`config.mk`:
```
export PLATFORM = sky130hd
export DESIGN_NAME = ldst_cbz_encoder_flat
export DESIGN_NICKNAME = d
export VERILOG_FILES = /design/src/rtl/ldst_cbz_encoder_if.sv /design/src/rtl/ldst_cbz_encoder.sv /design/src/flat_wrapper.sv
export SDC_FILE = /design/constraint.sdc
export NUM_CORES = 1
export LEC_CHECK = 0
export ABC_AREA = 0
export CAP_MARGIN = 5
export CELL_PAD_IN_SITES_DETAIL_PLACEMENT = 1
export CELL_PAD_IN_SITES_GLOBAL_PLACEMENT = 2
export CORE_MARGIN = 1.5
export CORE_UTILIZATION = 28
export CTS_CLUSTER_DIAMETER = 100
export DETAILED_ROUTE_END_ITERATION = 7
export PLACE_DENSITY = 0.78
export SLEW_MARGIN = 5
export SYNTH_ARGS = -nofsm -noshare
export SYNTH_HDL_FRONTEND = slang
export SYNTH_SLANG_ARGS = --single-unit
export TNS_END_PERCENT = 50
```
`constraint.sdc`:
```
create_clock -name clk -period 3.2 [get_ports clk]
set_input_delay 0.8 -clock clk [delete_from_list [all_inputs] [get_ports clk]]
set_output_delay 0.8 -clock clk [all_outputs]
set_load 0.005 [all_outputs]
```
`src/rtl/ldst_cbz_encoder_if.sv`:
```
// Request/response bundle for ldst_cbz_encoder: request fields with valid/ready in,
// encoded-word FIFO head with valid/ready out, plus the saturating error counter.
interface ldst_cbz_encoder_if #(
  parameter int N = 64
);
  logic         in_valid;
  logic         in_ready;
  logic [1:0]   op;
  logic [4:0]   rt;
  logic [4:0]   rn;
  logic [N-1:0] imm;
  logic         out_valid;
  logic         out_ready;
  logic [31:0]  instr;
  logic         out_err;
  logic [7:0]   err_count;

  modport master (
    output in_valid, op, rt, rn, imm, out_ready,
    input  in_ready, out_valid, instr, out_err, err_count
  );

  modport slave (
    input  in_valid, op, rt, rn, imm, out_ready,
    output in_ready, out_valid, instr, out_err, err_count
  );
endinterface

```
`src/rtl/ldst_cbz_encoder.sv`:
```
// Packs LDUR/STUR/CBZ fields into LEGv8 words with immediate range checking, queued in a DEPTH-entry FIFO.
// Latency: 1 cycle from accept to FIFO head. Backpressure: in_ready = !full; no accept while full, even on a same-cycle pop.
// Define LDST_CBZ_ENCODER_CLAMP_EN to saturate out-of-range immediates instead of flagging them as errors.
module ldst_cbz_encoder #(
  parameter int N     = 64,
  parameter int DEPTH = 2
) (
  input  logic              clk,
  input  logic              reset,
  ldst_cbz_encoder_if.slave bus
);
  localparam int AW = (DEPTH > 1) ? $clog2(DEPTH) : 1;
  localparam int CW = AW + 1;

`ifdef LDST_CBZ_ENCODER_CLAMP_EN
  localparam bit CLAMP = 1'b1;
`else
  localparam bit CLAMP = 1'b0;
`endif

  localparam logic [1:0] OP_LDUR = 2'b00;
  localparam logic [1:0] OP_STUR = 2'b01;
  localparam logic [1:0] OP_CBZ  = 2'b10;

  typedef struct packed {
    logic        err;
    logic [31:0] instr;
  } entry_t;

  entry_t        mem [DEPTH];
  logic [AW-1:0] wr_ptr;
  logic [AW-1:0] rd_ptr;
  logic [CW-1:0] count;
  logic [7:0]    err_cnt;
  logic          full;
  logic          empty;
  logic          push;
  logic          pop;
  logic          ls_ok;
  logic          cb_ok;
  logic [8:0]    imm9;
  logic [18:0]   imm19;
  entry_t        enc;

  // An immediate fits its field when every bit above the field's sign bit copies it.
  assign ls_ok = (bus.imm[N-1:8]  == {(N-8){bus.imm[8]}});
  assign cb_ok = (bus.imm[N-1:18] == {(N-18){bus.imm[18]}});

  // Saturation picks the limit on the side of the true sign.
  assign imm9  = (CLAMP && !ls_ok) ? (bus.imm[N-1] ? 9'h100 : 9'h0ff)
                                   : bus.imm[8:0];
  assign imm19 = (CLAMP && !cb_ok) ? (bus.imm[N-1] ? 19'h40000 : 19'h3ffff)
                                   : bus.imm[18:0];

  always_comb begin
    enc = '0;
    case (bus.op)
      OP_LDUR: begin
        enc.err   = !CLAMP && !ls_ok;
        enc.instr = {11'b111_1100_0010, imm9, 2'b00, bus.rn, bus.rt};
      end
      OP_STUR: begin
        enc.err   = !CLAMP && !ls_ok;
        enc.instr = {11'b111_1100_0000, imm9, 2'b00, bus.rn, bus.rt};
      end
      OP_CBZ: begin
        enc.err   = !CLAMP && !cb_ok;
        enc.instr = {8'b1011_0100, imm19, bus.rt};
      end
      default: enc.err = 1'b1;
    endcase
    if (enc.err) enc.instr = '0;
  end

  assign full  = (count == CW'(DEPTH));
  assign empty = (count == '0);
  assign push  = bus.in_valid && !full;
  assign pop   = !empty && bus.out_ready;

  always_ff @(posedge clk) begin
    if (push) mem[wr_ptr] <= enc;
  end

  always_ff @(posedge clk or posedge reset) begin
    if (reset) begin
      wr_ptr  <= '0;
      rd_ptr  <= '0;
      count   <= '0;
      err_cnt <= '0;
    end else begin
      if (push) begin
        wr_ptr <= wr_ptr + AW'(1);
        if (enc.err && (err_cnt != 8'hff)) err_cnt <= err_cnt + 8'd1;
      end
      if (pop) rd_ptr <= rd_ptr + AW'(1);
      case ({push, pop})
        2'b10:   count <= count + CW'(1);
        2'b01:   count <= count - CW'(1);
        default: count <= count;
      endcase
    end
  end

  // Head outputs are forced low while empty so reset and drained states read as zero.
  assign bus.in_ready  = !full;
  assign bus.out_valid = !empty;
  assign bus.instr     = empty ? 32'h0 : mem[rd_ptr].instr;
  assign bus.out_err   = !empty && mem[rd_ptr].err;
  assign bus.err_count = err_cnt;
endmodule
```
`src/flat_wrapper.sv`:
```
// flat-port wrapper written by rule: the top's interface ports become plain ports
module ldst_cbz_encoder_flat 
#(
  parameter int N     = 64,
  parameter int DEPTH = 2
)
  (clk, reset, bus_in_valid, bus_op, bus_rt, bus_rn, bus_imm, bus_out_ready, bus_in_ready, bus_out_valid, bus_instr, bus_out_err, bus_err_count);
  ldst_cbz_encoder_if #(.N(N)) bus_i ();
  input  logic clk;
  input  logic reset;
  input wire logic [$bits(bus_i.in_valid)-1:0] bus_in_valid;
  input wire logic [$bits(bus_i.op)-1:0] bus_op;
  input wire logic [$bits(bus_i.rt)-1:0] bus_rt;
  input wire logic [$bits(bus_i.rn)-1:0] bus_rn;
  input wire logic [$bits(bus_i.imm)-1:0] bus_imm;
  input wire logic [$bits(bus_i.out_ready)-1:0] bus_out_ready;
  output wire logic [$bits(bus_i.in_ready)-1:0] bus_in_ready;
  output wire logic [$bits(bus_i.out_valid)-1:0] bus_out_valid;
  output wire logic [$bits(bus_i.instr)-1:0] bus_instr;
  output wire logic [$bits(bus_i.out_err)-1:0] bus_out_err;
  output wire logic [$bits(bus_i.err_count)-1:0] bus_err_count;
  assign bus_i.in_valid = bus_in_valid;
  assign bus_i.op = bus_op;
  assign bus_i.rt = bus_rt;
  assign bus_i.rn = bus_rn;
  assign bus_i.imm = bus_imm;
  assign bus_i.out_ready = bus_out_ready;
  assign bus_in_ready = bus_i.in_ready;
  assign bus_out_valid = bus_i.out_valid;
  assign bus_instr = bus_i.instr;
  assign bus_out_err = bus_i.out_err;
  assign bus_err_count = bus_i.err_count;
  ldst_cbz_encoder #(.N(N), .DEPTH(DEPTH)) u_core (.clk(clk), .reset(reset), .bus(bus_i));
endmodule
```
==> impl_metrics.py <==
metrics = {
    "run": {
        "drv_cap": 0,
    },
    "critical_path": {
        "critPathKind": "in -> reg",
        "crit_required_ns": 3.44,
        "crit_start": "bus_imm[21]",
        "rr_startpoint": "u_core.count[0]$_DFFE_PP0P_",
        "rrSetupSlack_ns": 1.39,
        "crit_path_end_kind": "flop",
        "start_kind": "input pin",
        "rr_endpoint": "u_core.mem[0][32]$_DFFE_PP_",
        "worst-path-max-fanout": 14,
        "critPathArrivalTime_ns": 3.29,
        "reg2regPathDepth": 5,
    },
    "placement": {
        "numPlacedInstances": 544,
        "numPortBuffers": 120,
        "pre_cts_slack_ns": -0.261,
        "place_congestion": 0.833,
        "hpwl_um": 7050,
    },
    "detailed_routing": {
        "vias": 2744,
        "wl_um": 9120,
        "avgViaCountPerCell": 4.90,
        "wire_per_inst_um": 16.3,
        "drc": 0,
        "drtIter0Drc": 79,
        "ant_nets": 0,
        "dr.pass1.iters": 4,
    },
    "synth": {
        "synth_area_per_cell_um2": 12.1,
        "netlist_instances": 279,
        "yosys.area_share.adder": 0.00739,
        "synth_top_area_share": 0.496,
        "syn_area_um2": 3390,
        "yosysSeqAreaShare": 0.585,
        "yosys.area.top_type": "edfxtp_1",
        "synth_top_family_by_area": "simple AND/OR/NAND/NOR gates",
        "synth_compound_area_frac": 0.0562,
        "synth-edff-count": 56,
        "synth-simple-area-share": 0.199,
        "synth-xor-area-share": 0.0284,
        "ys_async_sr_fraction": 0.176,
        "yosysWarnings": 0,
        "synth.distinct_cells": 39,
        "synthMuxAreaShare": 0.0890,
        "yosys-top-cells-area": "edfxtp_1 50%, dfrtp_1 8.9%, mux2i_1 8.6%",
        "synth_ff_type": "edfxtp_1",
        "ys_ff_latch": 68,
    },
    "power": {
        "p_total_mw": 3.90,
        "power.density_nw_per_um2": 753,
        "leakagePower_nw": 1.88,
        "peakVddDrop_mv": 0.346,
    },
    "global_route": {
        "antenna_found_initial": 0,
        "grt_usage": 0.145,
        "grt_pass1_vias": 2947,
        "grt_max_degree": 23,
        "overflow": 0,
        "grt_pass1_wl_um": 14300,
    },
    "min_path": {
        "min_path_cells": 1,
        "hold_path_end": "u_core.bus.err_count[7]$_DFFE_PP0P_",
        "worstHoldStart": "u_core.bus.err_count[7]$_DFFE_PP0P_",
        "hold_path.class": "reg -> reg",
    },
    "finish": {
        "fin_cells": 560,
        "insertedDiodeCount": 0,
        "area.growth.synth_to_final_pct": 52.8,
        "fin_nets": 494,
        "drive_gt1_frac": 0.106,
    },
    "timing": {
        "finalHoldViolations": 0,
        "skew_ns": 0.00547,
        "setup_ws_ns": 0.152,
        "max_clock_freq_mhz": 328,
        "setup_viol": 0,
        "holdWs_ns": 0.517,
        "fin_crit_sh": 0.952,
        "rsz0062_at_grt": "no",
        "fin_crit_ns": 3.05,
        "slew_violations": 0,
    },
    "floorplanning": {
        "num_rows": 39,
        "core_area_um2": 11600,
        "die_y_um": 113,
        "io_pins": 123,
        "die_w_um": 113,
        "start_util": 0.292,
        "fp.dieArea_um2": 12800,
    },
    "clock_network": {
        "cts_tree": "yes",
        "cts_buffers": 9,
        "clk_latency_ns": 0.32,
        "cts.clk_slew.worst_paths_ns": 0.05,
        "htreeDepth": 3,
        "numClockSinks": 68,
        "holdBufCountCts": 0,
        "root_buffer": "clkbuf_16",
        "ctsLongestPathBuffers": 2,
    },
    "run_status": {
        "status": "completed",
    },
}
## stage by stage
step / TNS, ns / cell area, µm² / util
after global routing: 0 / 5170 / 0.446
after floorplan: 0 / 3390 / -
final: 0 / 5170 / 0.446
after detailed placement: -9.66 / 4880 / 0.420
after CTS: 0 / 5170 / 0.446
after global placement: -8.42 / 4880 / 0.420
## worst max-delay path by stage
stage,to,slack [ns],cells past startpoint
detailed placement,u_core.bus.err_count[5]$_DFFE_PP0P_,-0.26,9
CTS,u_core.mem[0][3]$_DFFE_PP_,0.09,8
finish,u_core.bus.err_count[5]$_DFFE_PP0P_,0.15,9
floorplan,u_core.bus.err_count[1]$_DFFE_PP0P_,0.25,8
global placement,u_core.bus.err_count[1]$_DFFE_PP0P_,-0.27,8
global route,u_core.bus.err_count[5]$_DFFE_PP0P_,0.02,9
## power by group
part	internal, mW	total (mW)	switching [mW]	leakage, nW
combinational	0.924	1.57	0.643	1.07
sequential	1.22	1.37	0.145	0.672
clock	0.602	0.960	0.358	0.135
## cell type report
class                           count  area [µm²]
Fill cell                        1255        6440
Sequential cell                    68        1980
Timing Repair Buffer              138        1400
Multi-Input combinational cell    191        1300
Clock buffer                       10         229
Tap cell                          143         179
Clock inverter                      6        66.3
Inverter                            4        15.0
## placed cells by master (no fill, tap or decap), types with 2 or more instances in the layout
| master | count |
|---|---|
| and3_1 | 3 |
| nor2_2 | 2 |
| clkbuf_16 | 9 |
| nand2_1 | 9 |
| xnor2_1 | 9 |
| a21oi_1 | 2 |
| nand3_1 | 9 |
| o22ai_1 | 2 |
| xor2_1 | 2 |
| clkdlybuf4s50_1 | 120 |
| or4_1 | 9 |
| nor4_1 | 9 |
| nor2_1 | 32 |
| or2_2 | 2 |
| buf_12 | 5 |
| ha_1 | 2 |
| edfxtp_1 | 56 |
| dfrtp_1 | 11 |
| buf_4 | 13 |
| nand4_1 | 13 |
| conb_1 | 2 |
| inv_1 | 4 |
| and2_1 | 5 |
| mux2i_1 | 29 |
| or3_1 | 5 |
| nor2b_1 | 7 |
| nor3_1 | 12 |
| a22o_1 | 15 |
| clkinvlp_4 | 3 |
## layer usage
layer | vias to the layer above | global-route usage | wire, µm
li1 | 1318 | - | -
met1 | 1316 | 0.159 | 3710
met2 | 102 | 0.271 | 4720
met3 | 8 | 0.0418 | 596
met4 | 0 | 0.0450 | 95
met5 | - | 0 | 0
## cell usage after synthesis, types with 2 or more instances
library cell  count
buf_4             5
ha_1              2
dfrtp_1          12
mux2i_1          29
or2_2             2
nand4_1          13
inv_1             4
buf_2             2
a22o_1           15
and2_1            5
o22ai_1           2
and3_1            3
clkbuf_1          7
nand2_1           9
nor3_1           12
or4_1             9
or3_1             5
buf_6             2
nor2b_1           7
xor2_1            2
nand3_1           9
a21oi_1           2
edfxtp_1         56
xnor2_1           9
nor2_1           34
nor4_1            9
## sequential cells by signal, summed over array words and instances, names as in the netlist
| register | cells |
|---|---|
| u_core.wr_ptr | 1 |
| u_core.bus.err_count | 8 |
| u_core.count | 2 |
| u_core.mem | 56 |
| u_core.rd_ptr | 1 |
## worst max-delay path, stage by stage
cell and delay [ns]:
clkdlybuf4s50_1 0.41, or4_1 0.56, nor4_1 0.37, o22ai_1 0.19, nor4_4 0.27, o21ba_2 0.24
buf_4 0.20, nand4_1 0.12, xnor2_1 0.12
## repair_timing
action,in CTS,in global routing
endpoints found under the setup margin,0,6
resized for setup,0,1
setup buffers,0,0
## cell families (layout without fill, tap and decap cells)
logic type	Yosys count	in the layout
buffers and inverters	21	158
XOR/XNOR	11	11
flip-flops	68	68
adder cells (fa/ha/maj)	2	2
AND/OR/NAND/NOR	123	123
other	1	2
AO/OA/AOI/OAI	23	23
multiplexers	30	30
(Power assumes the default switching activity.)
